## src/rtl/shift_operand_stage_if.sv

```systemverilog
`default_nettype none
// ============================================================================
// Module   : shift_operand_stage_if
// Brief    : Decode-to-EX handshake bundle for the shift operand stage.
// Revision : 1.0 - initial release
// ============================================================================
interface shift_operand_stage_if #(
    parameter int WIDTH   = 32,
    parameter int SHAMT_W = 5
);
    logic               flush;
    logic               in_valid;
    logic               in_ready;
    logic [5:0]         in_funct;
    logic [SHAMT_W-1:0] in_shamt;
    logic [WIDTH-1:0]   in_rs;
    logic [WIDTH-1:0]   in_rt;
    logic               out_valid;
    logic               out_ready;
    logic [WIDTH-1:0]   out_a;
    logic [WIDTH-1:0]   out_b;
    logic [1:0]         out_alufun;
    logic               out_illegal;

    modport master (
        output flush, in_valid, in_funct, in_shamt, in_rs, in_rt, out_ready,
        input  in_ready, out_valid, out_a, out_b, out_alufun, out_illegal
    );

    modport slave (
        input  flush, in_valid, in_funct, in_shamt, in_rs, in_rt, out_ready,
        output in_ready, out_valid, out_a, out_b, out_alufun, out_illegal
    );
endinterface
`default_nettype wire

```

## src/rtl/shift_operand_stage.sv

```systemverilog
`default_nettype none
// ============================================================================
// Module   : shift_operand_stage
// Brief    : EX front end for the barrel shifter: funct decode, shift-amount
//            select and a 2-entry skid buffer. Optional macro
//            SHIFT_STALL_CNT_EN adds a saturating stall_cnt output.
// Revision : 1.0 - initial release
// ============================================================================
module shift_operand_stage #(
    parameter int WIDTH   = 32,
    parameter int SHAMT_W = 5
) (
    input  wire logic              clk,
    input  wire logic              rst_n,
    shift_operand_stage_if.slave   bus
`ifdef SHIFT_STALL_CNT_EN
    ,
    output logic [31:0]            stall_cnt
`endif
);

    localparam logic [1:0] c_ST_EMPTY = 2'b00;
    localparam logic [1:0] c_ST_ONE   = 2'b01;
    localparam logic [1:0] c_ST_FULL  = 2'b11;

    logic [1:0]         r_state;
    logic [1:0]         w_state_nxt;

    logic [SHAMT_W-1:0] w_amt;
    logic [1:0]         w_fun;
    logic               w_ill;
    logic [WIDTH-1:0]   w_b;

    logic [WIDTH-1:0]   r_main_a;
    logic [WIDTH-1:0]   r_main_b;
    logic [1:0]         r_main_fun;
    logic               r_main_ill;
    logic [WIDTH-1:0]   r_skid_a;
    logic [WIDTH-1:0]   r_skid_b;
    logic [1:0]         r_skid_fun;
    logic               r_skid_ill;

    logic               w_accept;
    logic               w_xfer;
    logic               w_in_ready;
    logic               w_out_valid;
    logic               w_load_main;
    logic               w_load_skid;
    logic               w_skid_to_main;

    // Only the low amount bits of rs feed the shifter.
    logic               w_unused_rs;
    assign w_unused_rs = ^bus.in_rs[WIDTH-1:SHAMT_W];

    // ------------------------------------------------------------------
    // Funct decode and amount select
    // ------------------------------------------------------------------
    always_comb begin
        w_amt = '0;
        w_fun = 2'b00;
        w_ill = 1'b0;
        case (bus.in_funct)
            6'b000000: begin w_fun = 2'b00; w_amt = bus.in_shamt;             end
            6'b000010: begin w_fun = 2'b01; w_amt = bus.in_shamt;             end
            6'b000011: begin w_fun = 2'b11; w_amt = bus.in_shamt;             end
            6'b000100: begin w_fun = 2'b00; w_amt = bus.in_rs[SHAMT_W-1:0];   end
            6'b000110: begin w_fun = 2'b01; w_amt = bus.in_rs[SHAMT_W-1:0];   end
            6'b000111: begin w_fun = 2'b11; w_amt = bus.in_rs[SHAMT_W-1:0];   end
            default:   begin w_fun = 2'b00; w_amt = '0; w_ill = 1'b1;         end
        endcase
    end

    assign w_b = {{(WIDTH-SHAMT_W){1'b0}}, w_amt};

    // Flush overrides both handshakes; state bit 1 is the skid-valid flag.
    assign w_accept = bus.in_valid  & ~r_state[1] & ~bus.flush;
    assign w_xfer   = bus.out_ready &  r_state[0] & ~bus.flush;

    // ------------------------------------------------------------------
    // FSM: state register
    // ------------------------------------------------------------------
    always_ff @(posedge clk or negedge rst_n) begin
        if (!rst_n) begin
            r_state <= c_ST_EMPTY;
        end else begin
            r_state <= w_state_nxt;
        end
    end

    // ------------------------------------------------------------------
    // FSM: next state
    // ------------------------------------------------------------------
    always_comb begin
        w_state_nxt = r_state;
        if (bus.flush) begin
            w_state_nxt = c_ST_EMPTY;
        end else begin
            case (r_state)
                c_ST_EMPTY: if (w_accept) w_state_nxt = c_ST_ONE;
                c_ST_ONE: begin
                    if (w_accept && !w_xfer)      w_state_nxt = c_ST_FULL;
                    else if (!w_accept && w_xfer) w_state_nxt = c_ST_EMPTY;
                end
                c_ST_FULL:  if (w_xfer) w_state_nxt = c_ST_ONE;
                default:    w_state_nxt = c_ST_EMPTY;
            endcase
        end
    end

    // ------------------------------------------------------------------
    // FSM: outputs and datapath steering
    // ------------------------------------------------------------------
    always_comb begin
        w_in_ready     = ~r_state[1];
        w_out_valid    =  r_state[0];
        w_load_main    = 1'b0;
        w_load_skid    = 1'b0;
        w_skid_to_main = 1'b0;
        case (r_state)
            c_ST_EMPTY: w_load_main = w_accept;
            c_ST_ONE: begin
                w_load_main = w_accept &  w_xfer;
                w_load_skid = w_accept & ~w_xfer;
            end
            c_ST_FULL:  w_skid_to_main = w_xfer;
            default: begin
                w_in_ready  = 1'b1;
                w_out_valid = 1'b0;
            end
        endcase
    end

    // ------------------------------------------------------------------
    // Main and skid entry storage
    // ------------------------------------------------------------------
    always_ff @(posedge clk or negedge rst_n) begin
        if (!rst_n) begin
            r_main_a   <= '0;
            r_main_b   <= '0;
            r_main_fun <= 2'b00;
            r_main_ill <= 1'b0;
            r_skid_a   <= '0;
            r_skid_b   <= '0;
            r_skid_fun <= 2'b00;
            r_skid_ill <= 1'b0;
        end else begin
            if (w_load_main) begin
                r_main_a   <= bus.in_rt;
                r_main_b   <= w_b;
                r_main_fun <= w_fun;
                r_main_ill <= w_ill;
            end else if (w_skid_to_main) begin
                r_main_a   <= r_skid_a;
                r_main_b   <= r_skid_b;
                r_main_fun <= r_skid_fun;
                r_main_ill <= r_skid_ill;
            end
            if (w_load_skid) begin
                r_skid_a   <= bus.in_rt;
                r_skid_b   <= w_b;
                r_skid_fun <= w_fun;
                r_skid_ill <= w_ill;
            end
        end
    end

    assign bus.in_ready    = w_in_ready;
    assign bus.out_valid   = w_out_valid;
    assign bus.out_a       = r_main_a;
    assign bus.out_b       = r_main_b;
    assign bus.out_alufun  = r_main_fun;
    assign bus.out_illegal = r_main_ill;

`ifdef SHIFT_STALL_CNT_EN
    // Saturating count of cycles the EX stage held off a valid operation.
    logic [31:0] r_stall_cnt;
    always_ff @(posedge clk or negedge rst_n) begin
        if (!rst_n) begin
            r_stall_cnt <= '0;
        end else if (w_out_valid && !bus.out_ready && (r_stall_cnt != 32'hFFFF_FFFF)) begin
            r_stall_cnt <= r_stall_cnt + 32'd1;
        end
    end
    assign stall_cnt = r_stall_cnt;
`endif

endmodule
`default_nettype wire

```

## src/flat_wrapper.sv

```systemverilog
// flat-port wrapper written by rule: the top's interface ports become plain ports
module shift_operand_stage_flat 
#(
    parameter int WIDTH   = 32,
    parameter int SHAMT_W = 5
)
  (clk, rst_n, bus_flush, bus_in_valid, bus_in_funct, bus_in_shamt, bus_in_rs, bus_in_rt, bus_out_ready, bus_in_ready, bus_out_valid, bus_out_a, bus_out_b, bus_out_alufun, bus_out_illegal);
  shift_operand_stage_if #(.WIDTH(WIDTH), .SHAMT_W(SHAMT_W)) bus_i ();
  input  wire logic clk;
  input  wire logic rst_n;
  input wire logic [$bits(bus_i.flush)-1:0] bus_flush;
  input wire logic [$bits(bus_i.in_valid)-1:0] bus_in_valid;
  input wire logic [$bits(bus_i.in_funct)-1:0] bus_in_funct;
  input wire logic [$bits(bus_i.in_shamt)-1:0] bus_in_shamt;
  input wire logic [$bits(bus_i.in_rs)-1:0] bus_in_rs;
  input wire logic [$bits(bus_i.in_rt)-1:0] bus_in_rt;
  input wire logic [$bits(bus_i.out_ready)-1:0] bus_out_ready;
  output wire logic [$bits(bus_i.in_ready)-1:0] bus_in_ready;
  output wire logic [$bits(bus_i.out_valid)-1:0] bus_out_valid;
  output wire logic [$bits(bus_i.out_a)-1:0] bus_out_a;
  output wire logic [$bits(bus_i.out_b)-1:0] bus_out_b;
  output wire logic [$bits(bus_i.out_alufun)-1:0] bus_out_alufun;
  output wire logic [$bits(bus_i.out_illegal)-1:0] bus_out_illegal;
  assign bus_i.flush = bus_flush;
  assign bus_i.in_valid = bus_in_valid;
  assign bus_i.in_funct = bus_in_funct;
  assign bus_i.in_shamt = bus_in_shamt;
  assign bus_i.in_rs = bus_in_rs;
  assign bus_i.in_rt = bus_in_rt;
  assign bus_i.out_ready = bus_out_ready;
  assign bus_in_ready = bus_i.in_ready;
  assign bus_out_valid = bus_i.out_valid;
  assign bus_out_a = bus_i.out_a;
  assign bus_out_b = bus_i.out_b;
  assign bus_out_alufun = bus_i.out_alufun;
  assign bus_out_illegal = bus_i.out_illegal;
  shift_operand_stage #(.WIDTH(WIDTH), .SHAMT_W(SHAMT_W)) u_core (.clk(clk), .rst_n(rst_n), .bus(bus_i));
endmodule
```

## config.mk

```make
export PLATFORM = sky130hd
export DESIGN_NAME = shift_operand_stage_flat
export DESIGN_NICKNAME = d
export VERILOG_FILES = /design/src/rtl/shift_operand_stage_if.sv /design/src/rtl/shift_operand_stage.sv /design/src/flat_wrapper.sv
export SDC_FILE = /design/constraint.sdc
export NUM_CORES = 1
export LEC_CHECK = 0
export ABC_CLOCK_PERIOD_IN_PS = 4600
export BUFFER_PORTS_ARGS = -buffer_cell sky130_fd_sc_hd__clkbuf_2
export CAP_MARGIN = 20
export CORE_MARGIN = 4
export CORE_UTILIZATION = 53
export CTS_CLUSTER_DIAMETER = 100
export DETAILED_ROUTE_END_ITERATION = 16
export PLACE_DENSITY = 0.85
export SYNTH_ARGS = -nofsm -noshare
export SYNTH_HDL_FRONTEND = slang
export SYNTH_SLANG_ARGS = --single-unit
```

## constraint.sdc

```tcl
create_clock -name clk -period 4.6 [get_ports clk]
set_clock_uncertainty 0.15 [all_clocks]
set_input_delay 0.23 -clock clk [delete_from_list [all_inputs] [get_ports clk]]
set_output_delay 0.23 -clock clk [all_outputs]
set_load 0.03 [all_outputs]
```

== Word-level counts from Yosys, hierarchy flattened ==
Cells that the tools add are included.
Word-level totals
  register bits: 109
  latch bits: 0
  bits in writable memories: 0
  ROM bits: 0
  input port bits: 80
  output and inout port bits: 69
  logic and storage cells: 64
  memories kept: 0
Cells by class
  add/sub/neg operators: 0
  multipliers: 0
  div/mod/pow operators: 0
  order comparisons: 0
  eq/ne operators: 10
  shifts and indexed selects: 0
  muxes and demuxes: 22
  bitwise gates (word level): 9
  reductions and logical operators: 14
Operators by type and width (number)
  $mux W32: 4
  $eq A6 B3 Y1 const B: 3
  $mux W2: 7
  $eq A6 B2 Y1 const B: 2
  $pmux W5 S2: 1
  $reduce_or A3 Y1: 3
  $mux W1: 7
  $and A1 B1 Y1: 6
  $logic_not A6 Y1: 1
  $ne A3 B2 Y1 const B: 2
  $pmux W2 S3: 1
  $reduce_or A6 Y1: 1
  $ne A4 B2 Y1 const B: 1
  $pmux W2 S2: 1
  $reduce_or A2 Y1: 2
  $not A1 Y1: 3
  $reduce_and A3 Y1: 1
  $eq A2 B1 Y1 const B: 1
  $eq A2 B2 Y1 const B: 1
  $logic_and A1 B1 Y1: 2
  $logic_not A1 Y1: 2
  $logic_not A2 Y1: 1
  $pmux W1 S2: 1
  $reduce_bool A2 Y1: 1

== Depth between registers and ports, before layout ==
Gate-level depths: netlist (run 1).
  word-level depth: 9
  mapped depth: 7
  depth with buffers taken out: 5

== Worst setup path after synthesis (run 1) ==
No wires, ideal clock.
  kind: register -> register
  start: register u_core.r_state[0]
  end: register u_core.r_main_a[29], in the netlist u_core.bus.out_a[29]
  library setup time: 0.125 ns
  arrival: 1.612 ns
  data required time: 4.325 ns
  path slack: 2.713 ns
  cell stages (with the launch flop): 6
  path buffers: 1
  period minus slack after synthesis: 1.887 ns
  cells stage by stage: dfrtp_1 -> ha_1 -> nand4b_4 -> buf_2 -> mux2_1 -> mux2_2
Between the ends
  cells in the longest elaborated chain, start to end: 5
  elaborated cells between the ends (all ways): 10
  classes of those cells: eq/ne: 2; mux: 3; bitwise: 3; reduce/logical: 2
Ends and longest elaborated chain
  from (decl): line shift_operand_stage.sv:26  | logic [1:0] r_state;
  from (signal assigned): line shift_operand_stage.sv:84  | r_state <= c_ST_EMPTY;
  from (signal assigned): line shift_operand_stage.sv:86  | r_state <= w_state_nxt;
  $and A1 B1 Y1 (2 in a row): line shift_operand_stage.sv:77  | assign w_xfer = bus.out_ready & r_state[0] & ~bus.flush;
  $and A1 B1 Y1: line shift_operand_stage.sv:122  | w_load_main = w_accept & w_xfer;
  $pmux W1 S2: line shift_operand_stage.sv:119  | case (r_state)
  $mux W32 or $reduce_bool A2 Y1 (tied branches)
  to (signal assigned): line shift_operand_stage.sv:148  | r_main_a <= bus.in_rt;
  to (signal assigned): line shift_operand_stage.sv:153  | r_main_a <= r_skid_a;
  to (decl): line shift_operand_stage.sv:34  | logic [WIDTH-1:0] r_main_a;
Parallel ways exist; a longest one is shown, timed or not.
A chain may end at the register's enable or synchronous reset.

== Worst setup path in the final report (run 1) ==
  start: register u_core.r_state[0]
  end: register u_core.r_main_a[22], in the netlist u_core.bus.out_a[22]
The elaborated chain is that of the path after synthesis.

==> flow_summary.json, run 1 <==
{
  "cts.path.max_buffers": 2,
  "cp-startpoint": "u_core.r_state[0]",
  "grt_pass1_vias": 2762,
  "synth_area_leaders": "dfrtp_1 52%, mux2_2 20%, mux2_1 9.1%",
  "fin_setup_tns_ns": 0,
  "initial_utilization_pct": 54.4,
  "cts.reportedPaths.clkPinSlew_ns": 0.08,
  "required_ns": 4.69,
  "via_per_inst": 4.98,
  "path_class": "flop to flop",
  "cts_tree": "done",
  "yosys.area.top_type_share_pct": 52.0,
  "nFillCells": 544,
  "core_area_um2": 7250,
  "port-buffer-count": 94,
  "drt_iter0_drc": 57,
  "wl_per_cell_um": 15.4,
  "fmax_ghz": 0.391,
  "netlist_instances": 291,
  "finalHoldViolCount": 0,
  "slew_violations": 0,
  "dieArea_um2": 8900,
  "cts_root_buf": "clkbuf_8",
  "hp-class": "input pin to flop",
  "leakage_nw": 2.50,
  "cp-end-kind": "flop",
  "rr_startpoint": "u_core.r_state[0]",
  "synthToLayoutAreaGrowth_pct": 26.5,
  "reg2reg_to": "u_core.bus.out_a[22]",
  "nNetsFinal": 506,
  "seq_area_um2": 2050,
  "yosys_warnings": 0,
  "grt_antenna_before_repair": 0,
  "ir_drop_mv": 0.308,
  "io_pins": 149,
  "drc": 0,
  "reg2reg_setup_slack_ns": 2.05,
  "dr.pass1.iters": 4,
  "synth.avg_cell_area_um2": 13.6,
  "cp_max_fo": 40,
  "hpwl_mm": 5.11,
  "yosys.cell_count.top_type": "dfrtp_1",
  "cp_data_arrival_time_ns": 2.65,
  "critPathMaxStageDelay_ns": 0.66,
  "synth_area_um2": 3950,
  "reg2regPathDepth": 4,
  "status": "finished, final reports clean",
  "drive_gt1_share_pct": 43.8,
  "synth-seq-area-share_pct": 52.0,
  "rsz0062_at_grt": "false",
  "die_h_um": 94.3,
  "grt_pass1_wl_mm": 13.1,
  "ant_nets": 0,
  "gp_congestion": 0.704,
  "finalSetupViolCount": 0,
  "final_util_pct": 68.9,
  "grt_usage_pct": 19.4,
  "ys_types": 24,
  "worst_pin_slew_ns": 0.849,
  "clock_sinks": 82,
  "power_density_nw_per_um2": 549,
  "start_kind": "flop",
  "path_cells": "ha_1 -> nand4b_4 -> mux2_1 -> mux2_2",
  "grt_start_max_net_pins": 83,
  "period_minus_slack_ns": 2.55,
  "cap_violations": 0,
  "vias": 2608,
  "worstSkewPairLatency_ns": 0.36,
  "synth-main-ff-cell": "dfrtp_1",
  "synth_commonest_cells": "82 x dfrtp_1, 70 x mux2_2, 32 x mux2_1",
  "rows": 31,
  "fp.dieW_um": 94.3,
  "crit_end": "u_core.bus.out_a[22]",
  "post_cts_resized": 0,
  "yosysTopAreaCell": "dfrtp_1",
  "synth_seq_cells": 82,
  "maxSlewHeadroom_pct": 43.0,
  "multi_input_area_um2": 1720,
  "fin_crit_sh_pct": 55.5,
  "cts_buffers": 9,
  "synth_edf_count": 0,
  "slowest_stage": "nand4b_4",
  "wl_mm": 8.06,
  "synthArstFlopShare_pct": 100,
  "htree_num_levels": 3,
  "grt_remaining_overflow": 0,
  "diodes": 0
}
state kept, by name, summed over array words and instances, names as in the netlist:
signal	cells
u_core.r_skid_b	5
u_core.r_state	2
u_core.r_skid_fun	2
u_core.bus.out_alufun	2
u_core.r_skid_ill	1
u_core.r_skid_a	32
u_core.bus.out_b	5
u_core.bus.out_illegal	1
u_core.bus.out_a	32
power by group:
group          switching [mW]  total (mW)  internal [mW]
sequential              0.151        1.17           1.02
combinational           0.595        1.06          0.463
clock                   0.254       0.518          0.264
total                    1.00        2.74           1.74
layer usage:
metal,up-vias,GRT usage (%),routed length (µm)
met5,-,0,0
met1,1272,21.2,3040
met4,0,10.3,195
met3,19,4.33,482
li1,1229,-,-
met2,88,34.8,4350
through the flow:
stage / power [mW] / hold slack [ns] / setup slack (ns) / cell area [µm²] / instances
detailed placement: 2.21 / 0.318 / 1.99 / 4390 / 471
floorplan: 1.92 / -0.216 / 2.71 / 4050 / 317
global route: 2.92 / 0.103 / 1.89 / 4990 / 524
finish: 2.74 / 0.105 / 2.05 / 4990 / 524
global placement: 2.14 / 0.304 / 2.05 / 4390 / 471
CTS: 2.75 / 0.0839 / 1.98 / 4940 / 522
what timing repair did:
| item | 4_1_cts | 5_1_grt |
|---|---|---|
| hold endpoints to repair | 150 | 0 |
| hold buffers | 35 | 0 |
| buffers inserted | 0 | 0 |
worst min-delay path by stage:
stage | endpoint | slack [ns] | start | depth (start not counted)
after floorplan | u_core.bus.out_a[0] | -0.22 | rst_n | 0
after global placement | u_core.r_skid_a[26] | 0.30 | rst_n | 1
after detailed placement | u_core.bus.out_a[20] | 0.32 | rst_n | 1
after CTS | u_core.r_state[0] | 0.08 | bus_flush | 3
after global routing | u_core.r_state[0] | 0.10 | bus_flush | 3
final | u_core.r_state[0] | 0.11 | bus_flush | 3
worst max-delay path, delay by kind of cell (launching register included):
family | cells | cell delay, ns
mux | 2 | 0.87
simple gates | 1 | 0.66
fa+ha+maj | 1 | 0.26
flops | 1 | 0.49
cell type report:
| cell class | count | share of cell area (%) |
|---|---|---|
| tap | 99 | 2.48 |
| inverter | 5 | 0.376 |
| multi-input combinational | 190 | 34.4 |
| sequential | 82 | 41.1 |
| timing repair buffer | 132 | 17.7 |
| clock inverter | 5 | 1.08 |
| clock buffer | 11 | 2.83 |
layout by cell type (no fill, tap or decap), types with 3 or more instances in the layout:
cell | synthesis | layout
clkinv_2 | 0 | 3
mux2_1 | 32 | 32
ha_1 | 6 | 6
dlygate4sd3_1 | 0 | 35
clkbuf_2 | 0 | 93
nand2_1 | 11 | 10
mux2i_1 | 17 | 17
dfrtp_1 | 82 | 82
conb_1 | 1 | 27
inv_1 | 5 | 5
o21ai_0 | 8 | 8
nand3_1 | 6 | 6
clkbuf_8 | 0 | 10
mux2_2 | 70 | 70
kinds of logic after synthesis:
kind of cell	after synthesis	share of synthesized area (%)
other	1	0.0950
flip-flops	82	52.0
adder cells (fa/ha/maj)	6	1.90
AND/OR/NAND/NOR	27	3.83
AO/OA/AOI/OAI	11	1.65
buffers and inverters	45	7.16
multiplexers	119	33.4
Note: power is estimated with default switching activity, not from simulation.
==> run 2: changes to the inputs <==
- ABC_CLOCK_PERIOD_IN_PS: 4600 -> 2260
- CORE_UTILIZATION: 53 -> 44
- PLACE_DENSITY: 0.85 -> 0.76
- clock period: 4.6 -> 2.26 ns (I/O delays scaled with it)
==> flow_summary.json, run 2 (synthesis gave the netlist of run 1 again) <==
{
  "htree_num_levels": 3,
  "diodes": 0,
  "cts.reportedPaths.clkPinSlew_ns": 0.09,
  "holdBufCountCts": 36,
  "cp_max_fo": 13,
  "wl_mm": 8.05,
  "post_cts_resized": 0,
  "final_common_cell": "clkbuf_2",
  "fin_crit_sh_pct": 91.2,
  "cts_root_buf": "clkbuf_8",
  "crit_end": "u_core.bus.out_a[16]",
  "dieArea_um2": 10600,
  "fin_setup_tns_ns": 0,
  "cp-startpoint": "bus_flush",
  "cts_tree": "done",
  "gp_congestion": 0.734,
  "required_ns": 2.34,
  "drc": 0,
  "start_kind": "input pin",
  "cap_violations": 0,
  "post-cts-setup-buffer-count": 0,
  "cts.path.max_buffers": 2,
  "drive_gt1_share_pct": 44.8,
  "clock_sinks": 82,
  "grt_pass1_vias": 2803,
  "reg2regPathDepth": 6,
  "status": "finished, final reports clean",
  "leakage_nw": 2.54,
  "reg2reg_setup_slack_ns": 0.22,
  "path_class": "input pin to flop",
  "slew_violations": 0,
  "wl_per_cell_um": 14.9,
  "grt_antenna_before_repair": 0,
  "cp-end-kind": "flop",
  "reg2reg_to": "u_core.bus.out_a[16]",
  "period_minus_slack_ns": 2.06,
  "via_per_inst": 4.77,
  "hp-class": "input pin to flop",
  "rsz0062_at_grt": "false",
  "dr.pass1.iters": 6,
  "finalSetupViolCount": 0,
  "power.internal_mw": 3.67,
  "core_area_um2": 8720,
  "p_seq_share_pct": 41.5,
  "layout_common_cells": "93 x clkbuf_2, 82 x dfrtp_1, 70 x mux2_2",
  "hpwl_mm": 5.55,
  "fp.dieW_um": 103,
  "grt_start_max_net_pins": 49,
  "synthToLayoutAreaGrowth_pct": 29.1,
  "drt_iter0_drc": 51,
  "rows": 34,
  "fmax_ghz": 0.485,
  "vias": 2580,
  "grt_usage_pct": 16.2,
  "power_density_nw_per_um2": 1120,
  "grt_remaining_overflow": 0,
  "ant_nets": 0,
  "die_h_um": 103,
  "switching_share_pct": 35.6,
  "initial_utilization_pct": 45.3,
  "cp_data_arrival_time_ns": 2.14,
  "grt_pass1_wl_mm": 13.3,
  "power.share.combinational_pct": 37.9,
  "final_util_pct": 58.5,
  "io_pins": 149,
  "nNetsFinal": 514,
  "cts_buffers": 9,
  "finalHoldViolCount": 0,
  "rr_startpoint": "u_core.r_state[0]",
  "port-buffer-count": 94,
  "power_frac_clock_pct": 20.6,
  "worstSkewPairLatency_ns": 0.34,
  "ir_drop_mv": 0.722,
  "switchingPower_mw": 2.03
}
[run 2: cell types whose count changed in the layout (fill, tap and decap cells not counted), sizes merged]
cell         delta
buf             +7
bufinv          +1
clkbuf          -1
inv             +1
clkinvlp        +2
clkinv          -3
dlygate4sd3     +1
[run 2: power groups by stage]
stage	combinational (mW)	clock, mW	sequential, mW
after global routing	2.33	1.27	2.44
after floorplan	1.02	0	2.89
final	2.16	1.18	2.37
after CTS	2.18	1.21	2.37
after global placement	2.06	0	2.35
after detailed placement	2.13	0	2.39
[run 2: cell type report]
cell class	instances	area, µm²
fill	695	3620
clock buffer	10	138
clock inverter	6	88.8
tap	108	135
sequential	82	2050
timing repair buffer	140	946
multi-input combinational	190	1720
inverter	5	18.8
[run 2: critical path, stage by stage]
cell	delay [ns]
dlygate4sd3_1	0.53
clkbuf_2	0.19
nand3b_1	0.17
inv_1	0.08
ha_1	0.19
a22oi_2	0.23
buf_4	0.28
mux2_2	0.36
[run 2: layer usage]
layer  GRT usage [%]  routed length (µm)  vias up
li1                -                   -     1238
met1            18.4                3150     1257
met2            29.8                4320       77
met3            3.79                 491        8
met4            5.78                  89        0
met5               0                   0        -
[run 2: per-stage QoR]
step / hold WS [ns] / worst slack [ns] / total power, mW / instances / cell area, µm²
after floorplan: -0.333 / 0.373 / 3.91 / 317 / 4050
final: 0.0680 / 0.198 / 5.70 / 541 / 5100
after CTS: 0.0541 / 0.206 / 5.76 / 541 / 5100
after detailed placement: -0.0537 / 0.236 / 4.52 / 489 / 4510
after global placement: -0.0539 / 0.276 / 4.41 / 489 / 4510
after global routing: 0.0634 / 0.0914 / 6.05 / 541 / 5100
[run 2: how the worst min path moves through the flow]
stage                               start                   to  slack, ns  depth (start not counted)
after floorplan                     rst_n  u_core.bus.out_a[0]      -0.33                          0
after detailed placement            rst_n  u_core.bus.out_a[4]      -0.05                          1
after global routing      bus_in_funct[4]  u_core.bus.out_b[3]       0.06                          5
final                     bus_in_funct[4]  u_core.bus.out_b[3]       0.07                          5
after global placement              rst_n  u_core.bus.out_a[3]      -0.05                          1
after CTS                 bus_in_funct[5]  u_core.bus.out_b[3]       0.05                          5
==> run 3: changes to the inputs <==
- BUFFER_PORTS_ARGS: -buffer_cell sky130_fd_sc_hd__clkbuf_2 -> not set
- CORE_UTILIZATION: 44 -> 55
- CTS_BUF_LIST: not set -> sky130_fd_sc_hd__clkbuf_4 sky130_fd_sc_hd__clkbuf_8
- DONT_BUFFER_PORTS: not set -> 1
- PLACE_DENSITY: 0.76 -> 0.73
==> flow_summary.json, run 3 (synthesis gave the netlist of run 1 again) <==
{
  "status": "finished, final reports clean",
  "cts.reportedPaths.clkPinSlew_ns": 0.09,
  "dr.pass1.iters": 4,
  "drt-met1-wl_mm": 3.10,
  "final_common_cell": "dfrtp_1",
  "worstSkewPairLatency_ns": 0.35,
  "cts_tree": "done",
  "rows": 30,
  "route.met3.wl_um": 594,
  "grt_antenna_before_repair": 0,
  "reg2regPathDepth": 5,
  "finalHoldViolCount": 0,
  "finalSetupViolCount": 0,
  "diodes": 0,
  "fp.dieW_um": 92.7,
  "holdPathEnd": "u_core.bus.out_b[0]",
  "slew_violations": 0,
  "clock_sinks": 82,
  "multi_input_area_um2": 1720,
  "hpwl_mm": 4.92,
  "worst_hold_startpoint": "bus_in_shamt[0]",
  "synthToLayoutAreaGrowth_pct": 21.9,
  "core_area_um2": 6870,
  "hold_path_depth": 3,
  "rr_startpoint": "u_core.r_state[0]",
  "reg2reg_to": "u_core.bus.out_a[28]",
  "wl_mm": 7.56,
  "path_class": "flop to flop",
  "layout_common_cells": "82 x dfrtp_1, 70 x mux2_2, 46 x dlygate4sd3_1",
  "wl_met2_mm": 3.75,
  "dieArea_um2": 8600,
  "gp_congestion": 0.749,
  "drive_gt1_share_pct": 29.3,
  "seq_area_um2": 2050,
  "final_util_pct": 70.1,
  "nNetsFinal": 433,
  "nFillCells": 519,
  "required_ns": 2.34,
  "grt_pass1_wl_mm": 12.5,
  "vias": 2299,
  "cp-end-kind": "flop",
  "post-route-cell-area_um2": 4810,
  "grt_pass1_vias": 2532,
  "cp_max_fo": 13,
  "power_density_nw_per_um2": 1190,
  "via_per_inst": 5.13,
  "rsz0062_at_grt": "false",
  "cp_data_arrival_time_ns": 2.23,
  "finalHoldWorstSlack_ns": 0.00263,
  "drt_iter0_drc": 54,
  "port-buffer-count": 0,
  "start_kind": "flop",
  "top_layer": "met4",
  "drc": 0,
  "grt_remaining_overflow": 0,
  "ir_drop_mv": 0.671,
  "ant_nets": 0,
  "fmax_ghz": 0.465,
  "fin_setup_tns_ns": 0,
  "initial_utilization_pct": 57.5,
  "reg2reg_setup_slack_ns": 0.11,
  "post_dp_cell_area_um2": 4040,
  "cap_violations": 0,
  "cts_root_buf": "clkbuf_8",
  "post_cts_resized": 0,
  "wl_per_cell_um": 16.9,
  "io_pins": 149,
  "grt_start_max_net_pins": 83,
  "period_minus_slack_ns": 2.15,
  "fin_crit_sh_pct": 95.2,
  "leakage_nw": 2.24,
  "htree_num_levels": 3,
  "hp-class": "input pin to flop",
  "cts.path.max_buffers": 2,
  "grt_usage_pct": 18.7,
  "die_h_um": 92.7,
  "cts_buffers": 9
}
-- run 3: cell count changes in the layout (fill, tap and decap cells not counted), sizes merged --
cell / change
clkbuf: -92
clkinv: -1
dlygate4sd3: +10
buf: +2
clkinvlp: -2
inv: -1
bufinv: +3
-- run 3: worst max-delay path by stage --
| stage | startpoint | to | slack, ns |
|---|---|---|---|
| floorplan | u_core.r_state[0] | u_core.bus.out_a[29] | 0.37 |
| global route | u_core.r_state[0] | u_core.bus.out_a[28] | 0.0003 |
| global placement | u_core.r_state[0] | u_core.bus.out_a[16] | 0.17 |
| finish | u_core.r_state[0] | u_core.bus.out_a[28] | 0.11 |
| CTS | u_core.r_state[0] | u_core.bus.out_a[10] | 0.08 |
| detailed placement | u_core.r_state[0] | u_core.bus.out_a[31] | 0.12 |
-- run 3: layout make-up --
cell class | count | share of cell area, %
clock buffers | 11 | 2.88
multi-input cells | 190 | 35.7
well taps | 96 | 2.49
clock inverters | 5 | 3.12
inverters | 5 | 0.390
flip-flops and latches | 82 | 42.6
repair buffers | 59 | 12.8
-- run 3: per-layer routing --
metal | vias to the layer above | GRT usage [%]
met5 | - | 0
met4 | 0 | 6.23
met3 | 13 | 6.66
met2 | 73 | 31.3
met1 | 1129 | 22.4
li1 | 1084 | -
-- run 3: power breakdown --
part | leakage (nW) | switching, mW | internal [mW]
registers | 1.00 | 0.910 | 2.06
logic | 1.10 | 0.495 | 0.767
clock network | 0.145 | 0.513 | 0.983
total | 2.24 | 1.92 | 3.81
-- run 3: worst max-delay path: stages (launching register included) --
cell and delay (ns):
dfrtp_1 0.45, ha_1 0.25, nand4b_4 0.32, buf_12 0.27, mux2_1 0.32, mux2_2 0.28
-- run 3: per-stage QoR --
step,setup WS [ns],cells,power (mW)
after floorplan,0.373,317,3.91
after detailed placement,0.117,385,4.18
after global routing,0.000328,448,6.05
after CTS,0.0796,448,5.78
after global placement,0.169,385,4.09
final,0.107,448,5.73
-- run 3: what timing repair did --
| item | in CTS | in global routing |
|---|---|---|
| buffers inserted | 0 | 0 |
| hold buffers | 47 | 0 |
| endpoints found under the hold margin | 162 | 0 |
